**config.mk**
```make
export PLATFORM = sky130hd
export DESIGN_NAME = product_arbiter
export DESIGN_NICKNAME = d
export VERILOG_FILES = /design/src/rtl/product_arbiter.sv
export SDC_FILE = /design/constraint.sdc
export NUM_CORES = 1
export LEC_CHECK = 0
export ABC_AREA = 1
export BUFFER_PORTS_ARGS = -buffer_cell sky130_fd_sc_hd__buf_2
export CAP_MARGIN = 20
export CORE_AREA = 2 2 119 121
export CTS_CLUSTER_DIAMETER = 150
export DETAILED_ROUTE_END_ITERATION = 12
export DIE_AREA = 0 0 121 123
export GPL_TIMING_DRIVEN = 0
export SLEW_MARGIN = 20
export SYNTH_ARGS = -nofsm -noshare
export SYNTH_HDL_FRONTEND = slang
export SYNTH_SLANG_ARGS = --single-unit
```
**constraint.sdc**
```tcl
create_clock -name clock -period 2.93 [get_ports clock]
set_input_delay 0.1465 -clock clock [delete_from_list [all_inputs] [get_ports clock]]
set_output_delay 0.1465 -clock clock [all_outputs]
set_load 0.02 [all_outputs]
```
**src/rtl/product_arbiter.sv**
```systemverilog
// Round-robin arbiter sharing one product datapath between R requesters; a grant is
// held for the whole transaction. Optional fixed priority for requester 0: PRODUCT_ARBITER_PRIORITY_EN.
module product_arbiter #(
    parameter int R = 4,
    parameter int N = 2
) (
    input  logic                        clock,
    input  logic                        reset,
    input  logic [R-1:0]                req_argument_valid,
    input  logic [R-1:0][N-1:0][7:0]    req_argument_data,
    output logic [R-1:0]                req_argument_ready,
    input  logic [R-1:0]                req_train,
    output logic [R-1:0]                req_result_valid,
    output logic [15:0]                 req_result_data,
    input  logic [R-1:0]                req_result_ready,
    input  logic [R-1:0]                req_error_valid,
    input  logic [R-1:0][15:0]          req_error_data,
    output logic [R-1:0]                req_error_ready,
    output logic [R-1:0]                req_propagate_valid,
    output logic [N-1:0][15:0]          req_propagate_data,
    input  logic [R-1:0]                req_propagate_ready,
    output logic                        train,
    output logic                        argument_valid,
    output logic [N-1:0][7:0]           argument_data,
    input  logic                        argument_ready,
    input  logic                        result_valid,
    input  logic [15:0]                 result_data,
    output logic                        result_ready,
    output logic                        error_valid,
    output logic [15:0]                 error_data,
    input  logic                        error_ready,
    input  logic                        propagate_valid,
    input  logic [N-1:0][15:0]          propagate_data,
    output logic                        propagate_ready,
    output logic [$clog2(R)-1:0]        grant,
    output logic                        busy,
    output logic [2:0]                  state
);
    localparam int GW = $clog2(R);

    typedef enum logic [2:0] {
        S_IDLE = 3'd0,
        S_ARG  = 3'd1,
        S_RES  = 3'd2,
        S_ERR  = 3'd3,
        S_PRP  = 3'd4
    } state_t;

    state_t        state_q, state_d;
    logic [GW-1:0] grant_q, grant_d;
    logic [GW-1:0] rr_q, rr_d;
    logic          train_q, train_d;
    logic [GW-1:0] pick;
    logic          found;
    logic [GW-1:0] rr_next;

    always_ff @(posedge clock or negedge reset) begin
        if (!reset) begin
            state_q <= S_IDLE;
            grant_q <= '0;
            rr_q    <= '0;
            train_q <= 1'b0;
        end else begin
            state_q <= state_d;
            grant_q <= grant_d;
            rr_q    <= rr_d;
            train_q <= train_d;
        end
    end

    // First valid requester at or above the rr pointer, wrapping around.
    always_comb begin
        int idx;
        found = 1'b0;
        pick  = '0;
        idx   = 0;
        for (int i = 0; i < R; i++) begin
            idx = int'(rr_q) + i;
            if (idx >= R) idx = idx - R;
            if (!found && req_argument_valid[idx]) begin
                found = 1'b1;
                pick  = idx[GW-1:0];
            end
        end
`ifdef PRODUCT_ARBITER_PRIORITY_EN
        if (req_argument_valid[0]) begin
            found = 1'b1;
            pick  = '0;
        end
`endif
    end

    always_comb begin
        rr_next = (grant_q == GW'(R - 1)) ? '0 : grant_q + 1'b1;
`ifdef PRODUCT_ARBITER_PRIORITY_EN
        // Requester-0 transactions leave the rotation of the others untouched.
        if (grant_q == '0) rr_next = rr_q;
`endif
    end

    always_comb begin
        state_d = state_q;
        grant_d = grant_q;
        rr_d    = rr_q;
        train_d = train_q;
        case (state_q)
            S_IDLE: if (found) begin
                grant_d = pick;
                train_d = req_train[pick];
                state_d = S_ARG;
            end
            S_ARG: if (argument_valid && argument_ready) state_d = S_RES;
            S_RES: if (result_valid && result_ready) begin
                if (train_q) begin
                    state_d = S_ERR;
                end else begin
                    state_d = S_IDLE;
                    rr_d    = rr_next;
                end
            end
            S_ERR: if (error_valid && error_ready) state_d = S_PRP;
            S_PRP: if (propagate_valid && propagate_ready) begin
                state_d = S_IDLE;
                rr_d    = rr_next;
            end
            default: state_d = S_IDLE;
        endcase
    end

    // Channel routing: every valid/ready is gated by state, data buses pass straight through.
    always_comb begin
        req_argument_ready  = '0;
        req_result_valid    = '0;
        req_error_ready     = '0;
        req_propagate_valid = '0;
        argument_valid      = 1'b0;
        result_ready        = 1'b0;
        error_valid         = 1'b0;
        propagate_ready     = 1'b0;
        argument_data       = req_argument_data[grant_q];
        error_data          = req_error_data[grant_q];
        req_result_data     = result_data;
        req_propagate_data  = propagate_data;
        case (state_q)
            S_ARG: begin
                argument_valid              = req_argument_valid[grant_q];
                req_argument_ready[grant_q] = argument_ready;
            end
            S_RES: begin
                req_result_valid[grant_q] = result_valid;
                result_ready              = req_result_ready[grant_q];
            end
            S_ERR: begin
                error_valid              = req_error_valid[grant_q];
                req_error_ready[grant_q] = error_ready;
            end
            S_PRP: begin
                req_propagate_valid[grant_q] = propagate_valid;
                propagate_ready              = req_propagate_ready[grant_q];
            end
            default: ;
        endcase
    end

    assign grant = grant_q;
    assign train = train_q;
    assign busy  = (state_q != S_IDLE);
    assign state = state_q;

endmodule

```
Yosys cells after proc, flatten, opt, wreduce, memory -nomap -nowiden
Cells that the tools add are included.
{"block": "op_classes", "order_cmp": 11, "add_sub_neg": 8, "n_bitwise": 4, "eq_ne": 11, "n_reduce_logical": 17, "muxes": 60}
{"op": "$lt A32 B4 Y1 const B", "n": 4}
{"op": "$mux W32", "n": 4}
{"op": "$bmux W16 S2", "n": 2}
{"op": "$mux W16", "n": 2}
{"op": "$mux W1", "n": 22}
{"op": "$bmux W1 S2", "n": 9}
{"op": "$mux W2", "n": 9}
{"op": "$and A4 B4 Y4", "n": 4}
{"op": "$mux W4", "n": 4}
{"op": "$mux W3", "n": 5}
{"op": "$pmux W3 S5", "n": 1}
{"op": "$ne A2 B2 Y1 const B", "n": 6}
{"op": "$sub A3 B3 Y4 const B", "n": 3}
{"op": "$ge A3 B3 Y1 const B", "n": 3}
{"op": "$logic_and A1 B1 Y1", "n": 8}
{"op": "$add A2 B2 Y3 const B", "n": 2}
{"op": "$eq A3 B2 Y1 const B", "n": 2}
{"op": "$lt A2 B3 Y1 const B", "n": 2}
{"op": "$reduce_and A5 Y1", "n": 1}
{"op": "$pmux W2 S2", "n": 1}
{"op": "$reduce_and A4 Y1", "n": 1}
{"op": "$sub A2 B3 Y4 const B", "n": 1}
{"op": "$add A2 B1 Y3 const B", "n": 1}
{"op": "$eq A3 B1 Y1 const B", "n": 1}
{"op": "other kinds (11)", "n": 13}
{"block": "totals", "in_bits": 202, "word_cells": 115, "reg_bits": 8, "out_inout_bits": 107}

Logic depth before layout (Yosys ltp)
Gate-level depths: netlist of the first run.
{"block": "depth", "depth_word": 17, "ltp_mapped": 15, "depth_no_buf": 15}

Least setup slack after synthesis of the first run
No wires, ideal clock.
{"block": "synth_timing", "path_type": "register to output", "start": "register grant_q[0] (netlist: grant[0])", "end": "output port req_argument_ready[0]", "slack_ns": 0.794, "arrival_time_ns": 1.989, "path_buffers": 2, "t_required_ns": 2.784, "path_stages_with_launch": 7, "path_cell_list": "dfrtp_1 > inv_2 > clkbuf_1 > clkbuf_1 > ha_1 > inv_1 > nor3_1"}
{"block": "synth_via", "elab_chain_cells": 6, "elab_cells_between_ends": 7, "classes_between": "2 x order compare; 3 x mux; 1 x bitwise; 1 x reduce/logical"}
{"item": "start, declared", "line": "50", "rtl": "logic [GW-1:0] grant_q, grant_d;"}
{"item": "start signal, assigned", "line": "65", "rtl": "grant_q <= grant_d;"}
{"item": "$lt A2 B3 Y1 (not written as such) or $ge A2 B1 Y1 (tied branches)", "line": "147", "rtl": "req_argument_ready[grant_q] = argument_ready;"}
{"item": "$logic_and A1 B1 Y1 (not written as such)", "line": "147"}
{"item": "$mux W1 (not written as such)", "line": "147"}
{"item": "$demux W1 S2 *", "line": "147"}
{"item": "$and A4 B4 Y4 (no source line) *"}
{"item": "$mux W4 *", "line": "144", "rtl": "case (state_q)"}
{"item": "end, declared", "line": "11", "rtl": "output logic [R-1:0] req_argument_ready,"}
Every way passes the cells marked *; elsewhere a longest branch is shown, timed or not.

Worst setup path after layout of the first run
{"block": "layout_timing", "start": "register grant_q[1] (netlist: grant[1])", "end": "output port req_error_ready[0]"}
{"block": "layout_via", "elab_chain_cells": 6, "elab_cells_between_ends": 7, "classes_between": "2 x order compare; 3 x mux; 1 x bitwise; 1 x reduce/logical"}
{"item": "$lt A2 B3 Y1 (not written as such) or $ge A2 B1 Y1 (tied branches)", "line": "155", "rtl": "req_error_ready[grant_q] = error_ready;"}
{"item": "$logic_and A1 B1 Y1 (not written as such)", "line": "155"}
{"item": "$mux W1 (not written as such)", "line": "155"}
{"item": "$demux W1 S2 *", "line": "155"}
{"item": "$and A4 B4 Y4 (no source line) *"}
{"item": "$mux W4 *", "line": "144"}
{"item": "end, declared", "line": "18", "rtl": "output logic [R-1:0] req_error_ready,"}
Marked as above.

==> impl_metrics.json, run 1 <==
{
  "status": "complete, no violations",
  "power.density_nw_per_um2": 942,
  "pre_cts_slack_ns": 0.0969,
  "cp.arrival_ns": 2.48,
  "via_count": 3728,
  "syn_area_um2": 2280,
  "dpl.hpwl_um": 10800,
  "rsz0062_at_grt": "no",
  "routed_wl_um": 12600,
  "fin_nets": 885,
  "rows": 43,
  "gp_congestion": 0.817,
  "final_cell_mix": "262 x buf_2, 72 x nor2_1, 68 x o21ai_0",
  "routed_via_density": 4.34,
  "grt_usage_pct": 15.8,
  "critPathMaxFanout": 11,
  "place_inst": 854,
  "power.net_switching_mw": 2.31,
  "yosysUniqueCellTypes": 28,
  "fmax_mhz": 381,
  "drt_iter0_markers": 221,
  "clockBufferDepth": 2,
  "reg2reg_depth": 7,
  "port_buffers": 260,
  "cts-root-buf": "clkbuf_16",
  "core-area_um2": 13600,
  "ant_nets": 0,
  "avgRoutedWirePerCell_um": 14.7,
  "clock-sinks": 8,
  "hold_viol": 0,
  "initial_core_util_pct": 16.8,
  "grt_pass1_wl_um": 18200,
  "layout_commonest_cell": "buf_2",
  "antenna_found_initial": 2,
  "worst_setup_path_start_kind": "register",
  "fin_crit_ns": 2.62,
  "syn_nets": 620,
  "grt_pass1_vias": 3462,
  "grt_max_degree": 12,
  "tightest_slew_ns": 0.668,
  "setup_slack_ns": 0.307,
  "rr_startpoint": "grant[1]$_DFFE_PN0P_",
  "die_y_um": 123,
  "clock_latency_ns": 0.23,
  "clk_pin_slew_ns": 0.04,
  "io_pins": 309,
  "hp-start": "error_ready",
  "clockPowerShare_pct": 6.1,
  "p_total_mw": 3.67,
  "dieArea_um2": 14900,
  "ctsHtreeMaxLevel": 1,
  "overflow": 0,
  "setup_viol": 0,
  "crit_type": "register to primary output",
  "ys_warn_count": 0,
  "cts_setup_buffers": 0,
  "cap_violations": 0,
  "comb_power_share_pct": 86.9,
  "leakagePower_nw": 2.18,
  "required_ns": 2.78,
  "ir_drop_mv": 0.295,
  "fin_setup_tns_ns": 0,
  "whs_ns": 0.176,
  "areaGrowthSynthToFinish_pct": 70.7,
  "endpoint": "req_error_ready[0]",
  "cts_tree": "done",
  "swShare_pct": 62.8,
  "fin_skew_ns": 0.00173,
  "timing.final.max_slew_violations": 0,
  "power.internal_mw": 1.37,
  "worst-r2r-setup-slack_ns": 0.85,
  "seqPwrFrac_pct": 7.0,
  "drive_gt1_share_pct": 51.0,
  "hold_class": "primary input to register",
  "stdcell_count": 859,
  "drc": 0,
  "fin_crit_sh_pct": 89.5,
  "die_w_um": 121,
  "drtPass1Iterations": 4,
  "cts_buffers": 3,
  "syn_inst": 414,
  "endpoint_kind": "primary output",
  "slew_headroom_pct": 55.1,
  "synth_area_per_cell_um2": 5.52,
  "cp-startpoint": "grant[1]$_DFFE_PN0P_",
  "ys_seq_area_share_pct": 8.77,
  "ys_ff_latch": 8,
  "r2r-end": "rr_q[1]$_DFFE_PN0P_"
}
## state kept, by name, summed over array words and instances, names as in the netlist
register  count
state         3
rr_q          2
grant         2
train         1
## worst min path at each step
stage | to | slack, ns | cells after the start
after floorplan | grant[0]$_DFFE_PN0P_ | -0.15 | 0
after global placement | state[2]$_DFFE_PN0P_ | 0.004 | 1
after detailed placement | state[1]$_DFFE_PN0P_ | 0.0004 | 1
after CTS | state[2]$_DFFE_PN0P_ | 0.18 | 3
after global routing | state[2]$_DFFE_PN0P_ | 0.20 | 3
final | state[2]$_DFFE_PN0P_ | 0.18 | 3
## metal layers
layer	wire length, um	vias up	track usage, %
li1	-	1872	-
met5	0	-	0
met3	950	8	2.21
met4	91	0	2.11
met1	4880	1641	18.7
met2	6710	207	30.9
## power groups by stage
stage | Clock (mW) | Sequential [mW] | Combinational (mW)
6_report | 0.224 | 0.257 | 3.19
5_1_grt | 0.235 | 0.272 | 3.54
4_1_cts | 0.227 | 0.265 | 3.22
3_5_place_dp | 0 | 0.266 | 3.21
3_3_place_gp | 0 | 0.266 | 3.21
2_1_floorplan | 0 | 0.276 | 2.10
## area by class of cell
cell class / count / area [um2]
diodes: 2 / 5.00
plain buffers: 71 / 469
clock buffers: 3 / 75.1
fillers: 1596 / 9710
inverters: 30 / 113
multi-input cells: 304 / 1500
flip-flops and latches: 8 / 200
well taps: 180 / 225
repair buffers: 261 / 1310
## synthesized netlist by cell type
cell type	n	area share [%]
o21ai_2	1	0.38
nor2_1	72	12
buf_2	2	0.44
nand2_2	10	2.7
o21ai_1	5	1.1
a211oi_2	1	0.55
clkinv_1	1	0.16
o21ai_0	68	15
nor2_2	1	0.27
buf_6	2	0.99
dfrtp_1	8	8.8
nor2_4	1	0.49
buf_4	49	16
inv_1	23	3.8
a21oi_1	6	1.3
inv_2	6	0.99
nand4_1	3	0.82
o31ai_2	1	0.55
o22ai_1	32	8.8
ha_1	4	2.2
nor3_1	14	3.1
nand4_2	1	0.55
nand3_1	13	2.8
a21oi_2	1	0.38
nand2_1	65	11
nor3_2	3	1.3
clkbuf_1	19	3.1
nand3_2	2	0.88
## metrics by stage
step,cell area (um2),util (%)
after floorplan,2280,-
after global placement,3810,28.0
after detailed placement,3810,28.0
after CTS,3900,28.6
after global routing,3890,28.6
final,3900,28.6
## critical path, cell delays in order, from the launching register on
cell	delay (ns)
dfrtp_1	0.40
buf_4	0.21
inv_2	0.07
buf_2	0.30
clkbuf_1	0.47
ha_1	0.25
inv_1	0.11
nor3_1	0.22
buf_2	0.21
## kinds of logic after synthesis
kind of cell / share of synthesized area, %
DFF: 8.77
and+or+nand+nor: 35.5
adders and majority gates: 2.19
buffers and inverters: 25.6
AOI/OAI and AO/OA: 27.9
## timing repair
action                     in CTS  in global routing
hold buffers                    1                  0
cloned                          0                  0
setup endpoints to repair       7                  3
resized for setup               1                  0
hold endpoints to repair        8                  0
No activity file was read; power rests on OpenSTA's default activity.
==> inputs of run 2 (changes only) <==
==> constraint.sdc (replaced) <==
create_clock -name clock -period 2.2 [get_ports clock]
set_input_delay 0.11 -clock clock [delete_from_list [all_inputs] [get_ports clock]]
set_output_delay 0.11 -clock clock [all_outputs]
set_load 0.1 [all_outputs]
==> run 2 against run 1 <==
Effect of this change:
- sequential share of layout area is 0.60 points lower
- design area is 24% higher
- sequential cell count stayed put
- global-route usage is 0.051 points lower
- utilization is 6.8 points higher
- final cell count is 0.23% higher
- clock skew is 0.00081 ns higher
- worst setup slack worse by 0.21 ns
- highest routed layer unchanged
- register-to-register slack worse by 0.43 ns
- critical path depth stayed put
- wire length is 0.21% lower
- first-iteration DRC count is 44% lower
==> impl_metrics.json, run 2 (synthesis results as in run 1) <==
{
  "rows": 43,
  "fmax_mhz": 475,
  "finish.utilization_pct": 35.5,
  "cts-root-buf": "clkbuf_16",
  "grt_pass1_wl_um": 18500,
  "cts_buffers": 3,
  "fin_crit_sh_pct": 95.6,
  "fin_nets": 885,
  "cp_top_family": "buffers and inverters",
  "cp.depth": 8,
  "stdcell_count": 861,
  "routed_via_density": 4.29,
  "rsz0062_at_grt": "no",
  "dieArea_um2": 14900,
  "layout_commonest_cell": "buf_2",
  "crit_buf_inv": 6,
  "slowest_stage": "dfrtp_4",
  "initial_core_util_pct": 16.8,
  "tightest_slew_ns": 0.527,
  "fin_crit_ns": 2.10,
  "cts_setup_buffers": 0,
  "hp-start": "error_ready",
  "status": "complete, no violations",
  "fin_skew_ns": 0.00253,
  "dpl.hpwl_um": 10800,
  "setup_viol": 0,
  "crit_type": "register to primary output",
  "areaGrowthSynthToFinish_pct": 112,
  "cp-startpoint": "grant[1]$_DFFE_PN0P_",
  "required_ns": 2.09,
  "overflow": 0,
  "core-area_um2": 13600,
  "die_w_um": 121,
  "slew_headroom_pct": 64.6,
  "grt_pass1_vias": 3606,
  "final_cell_mix": "215 x buf_2, 68 x buf_4, 67 x o21ai_0",
  "grt_max_degree": 12,
  "grt_usage_pct": 15.8,
  "drtPass1Iterations": 4,
  "reg2reg_depth": 12,
  "endpoint_kind": "primary output",
  "worst-r2r-setup-slack_ns": 0.42,
  "cap_violations": 0,
  "whs_ns": 0.151,
  "cp.arrival_ns": 1.99,
  "r2r-end": "state[1]$_DFFE_PN0P_",
  "antenna_found_initial": 3,
  "clock-sinks": 8,
  "timing.final.max_slew_violations": 0,
  "io_pins": 309,
  "ctsHtreeMaxLevel": 1,
  "gp_congestion": 0.883,
  "via_count": 3694,
  "fin_setup_tns_ns": 0,
  "path_cells": "buf_6 > inv_4 > buf_6 > clkbuf_8 > ha_4 > inv_4 > nor3_4 > buf_4",
  "avgRoutedWirePerCell_um": 14.6,
  "max_stage_delay_ns": 0.50,
  "drive_gt1_share_pct": 61.8,
  "critPathMaxFanout": 11,
  "clock_latency_ns": 0.23,
  "hold_class": "primary input to register",
  "worst_setup_path_start_kind": "register",
  "clockBufferDepth": 2,
  "cts_tree": "done",
  "drc": 0,
  "hold_viol": 0,
  "endpoint": "req_error_ready[1]",
  "routed_wl_um": 12600,
  "place_inst": 854,
  "die_y_um": 123,
  "rr_startpoint": "grant[0]$_DFFE_PN0P_",
  "clk_pin_slew_ns": 0.03,
  "port_buffers": 260,
  "n_fill_cell": 1503,
  "largest_reg_flops": 3,
  "ant_nets": 0,
  "drt_iter0_markers": 123
}
[run 2: cell types whose count changed in the layout (fill, tap and decap cells not counted), sizes merged]
cell	previous run	this run
diode	2	3
clkbuf	21	28
buf	313	307
[run 2: per-layer routing]
metal / track usage, % / wire (um) / up-vias
met2: 30.9 / 6760 / 165
met4: 2.03 / 93 / 0
met1: 17.7 / 4770 / 1656
li1: - / - / 1867
met3: 3.69 / 977 / 6
met5: 0 / 0 / -
[run 2: worst min-delay path by stage]
| stage | cells past startpoint | end | slack [ns] |
|---|---|---|---|
| after floorplan | 0 | rr_q[0]$_DFFE_PN0P_ | -0.19 |
| after global placement | 1 | train$_DFFE_PN0P_ | -0.04 |
| after detailed placement | 1 | grant[0]$_DFFE_PN0P_ | -0.04 |
| after CTS | 3 | state[2]$_DFFE_PN0P_ | 0.15 |
| after global routing | 3 | state[2]$_DFFE_PN0P_ | 0.17 |
| final | 3 | state[2]$_DFFE_PN0P_ | 0.15 |
[run 2: area by class of cell]
class                      count  area [um2]  area share [%]
buffer                        71         532            11.0
sequential                     8         219            4.53
tap                          180         225            4.66
antenna                        3        7.51           0.155
inverter                      30         123            2.54
clock buffer                   4        78.8            1.63
timing repair buffer         261        1510            31.2
multi-input combinational    304        2140            44.2
[run 2: stage by stage]
| stage | setup slack (ns) | area [um2] |
|---|---|---|
| finish | 0.0965 | 4830 |
| global route | 0.000374 | 4830 |
| CTS | -0.00278 | 4760 |
| detailed placement | -0.265 | 4520 |
| global placement | -0.290 | 4520 |
| floorplan | -0.339 | 2990 |
[run 2: timing repair]
item / 4_1_cts / 5_1_grt
endpoints found under the setup margin: 40 / 37
hold endpoints to repair: 8 / 0
cloned: 0 / 0
hold buffers: 1 / 0
resized for setup: 62 / 22
[run 2: worst reg2reg max path, cell delays in order, from the launching register on]
cell,delay [ns]
dfrtp_4,0.53
buf_6,0.23
nand2_1,0.07
nand3_1,0.08
nand2_1,0.12
nor2_4,0.11
nand2_1,0.05
nand2_1,0.08
nand2_1,0.06
clkinv_1,0.08
nand4_2,0.13
nand2_1,0.08
o21ai_1,0.05
Power of run 2 is left out: the tool's default activity adds up to more than one toggle a clock period on the data nets, which glitch-free logic cannot reach.
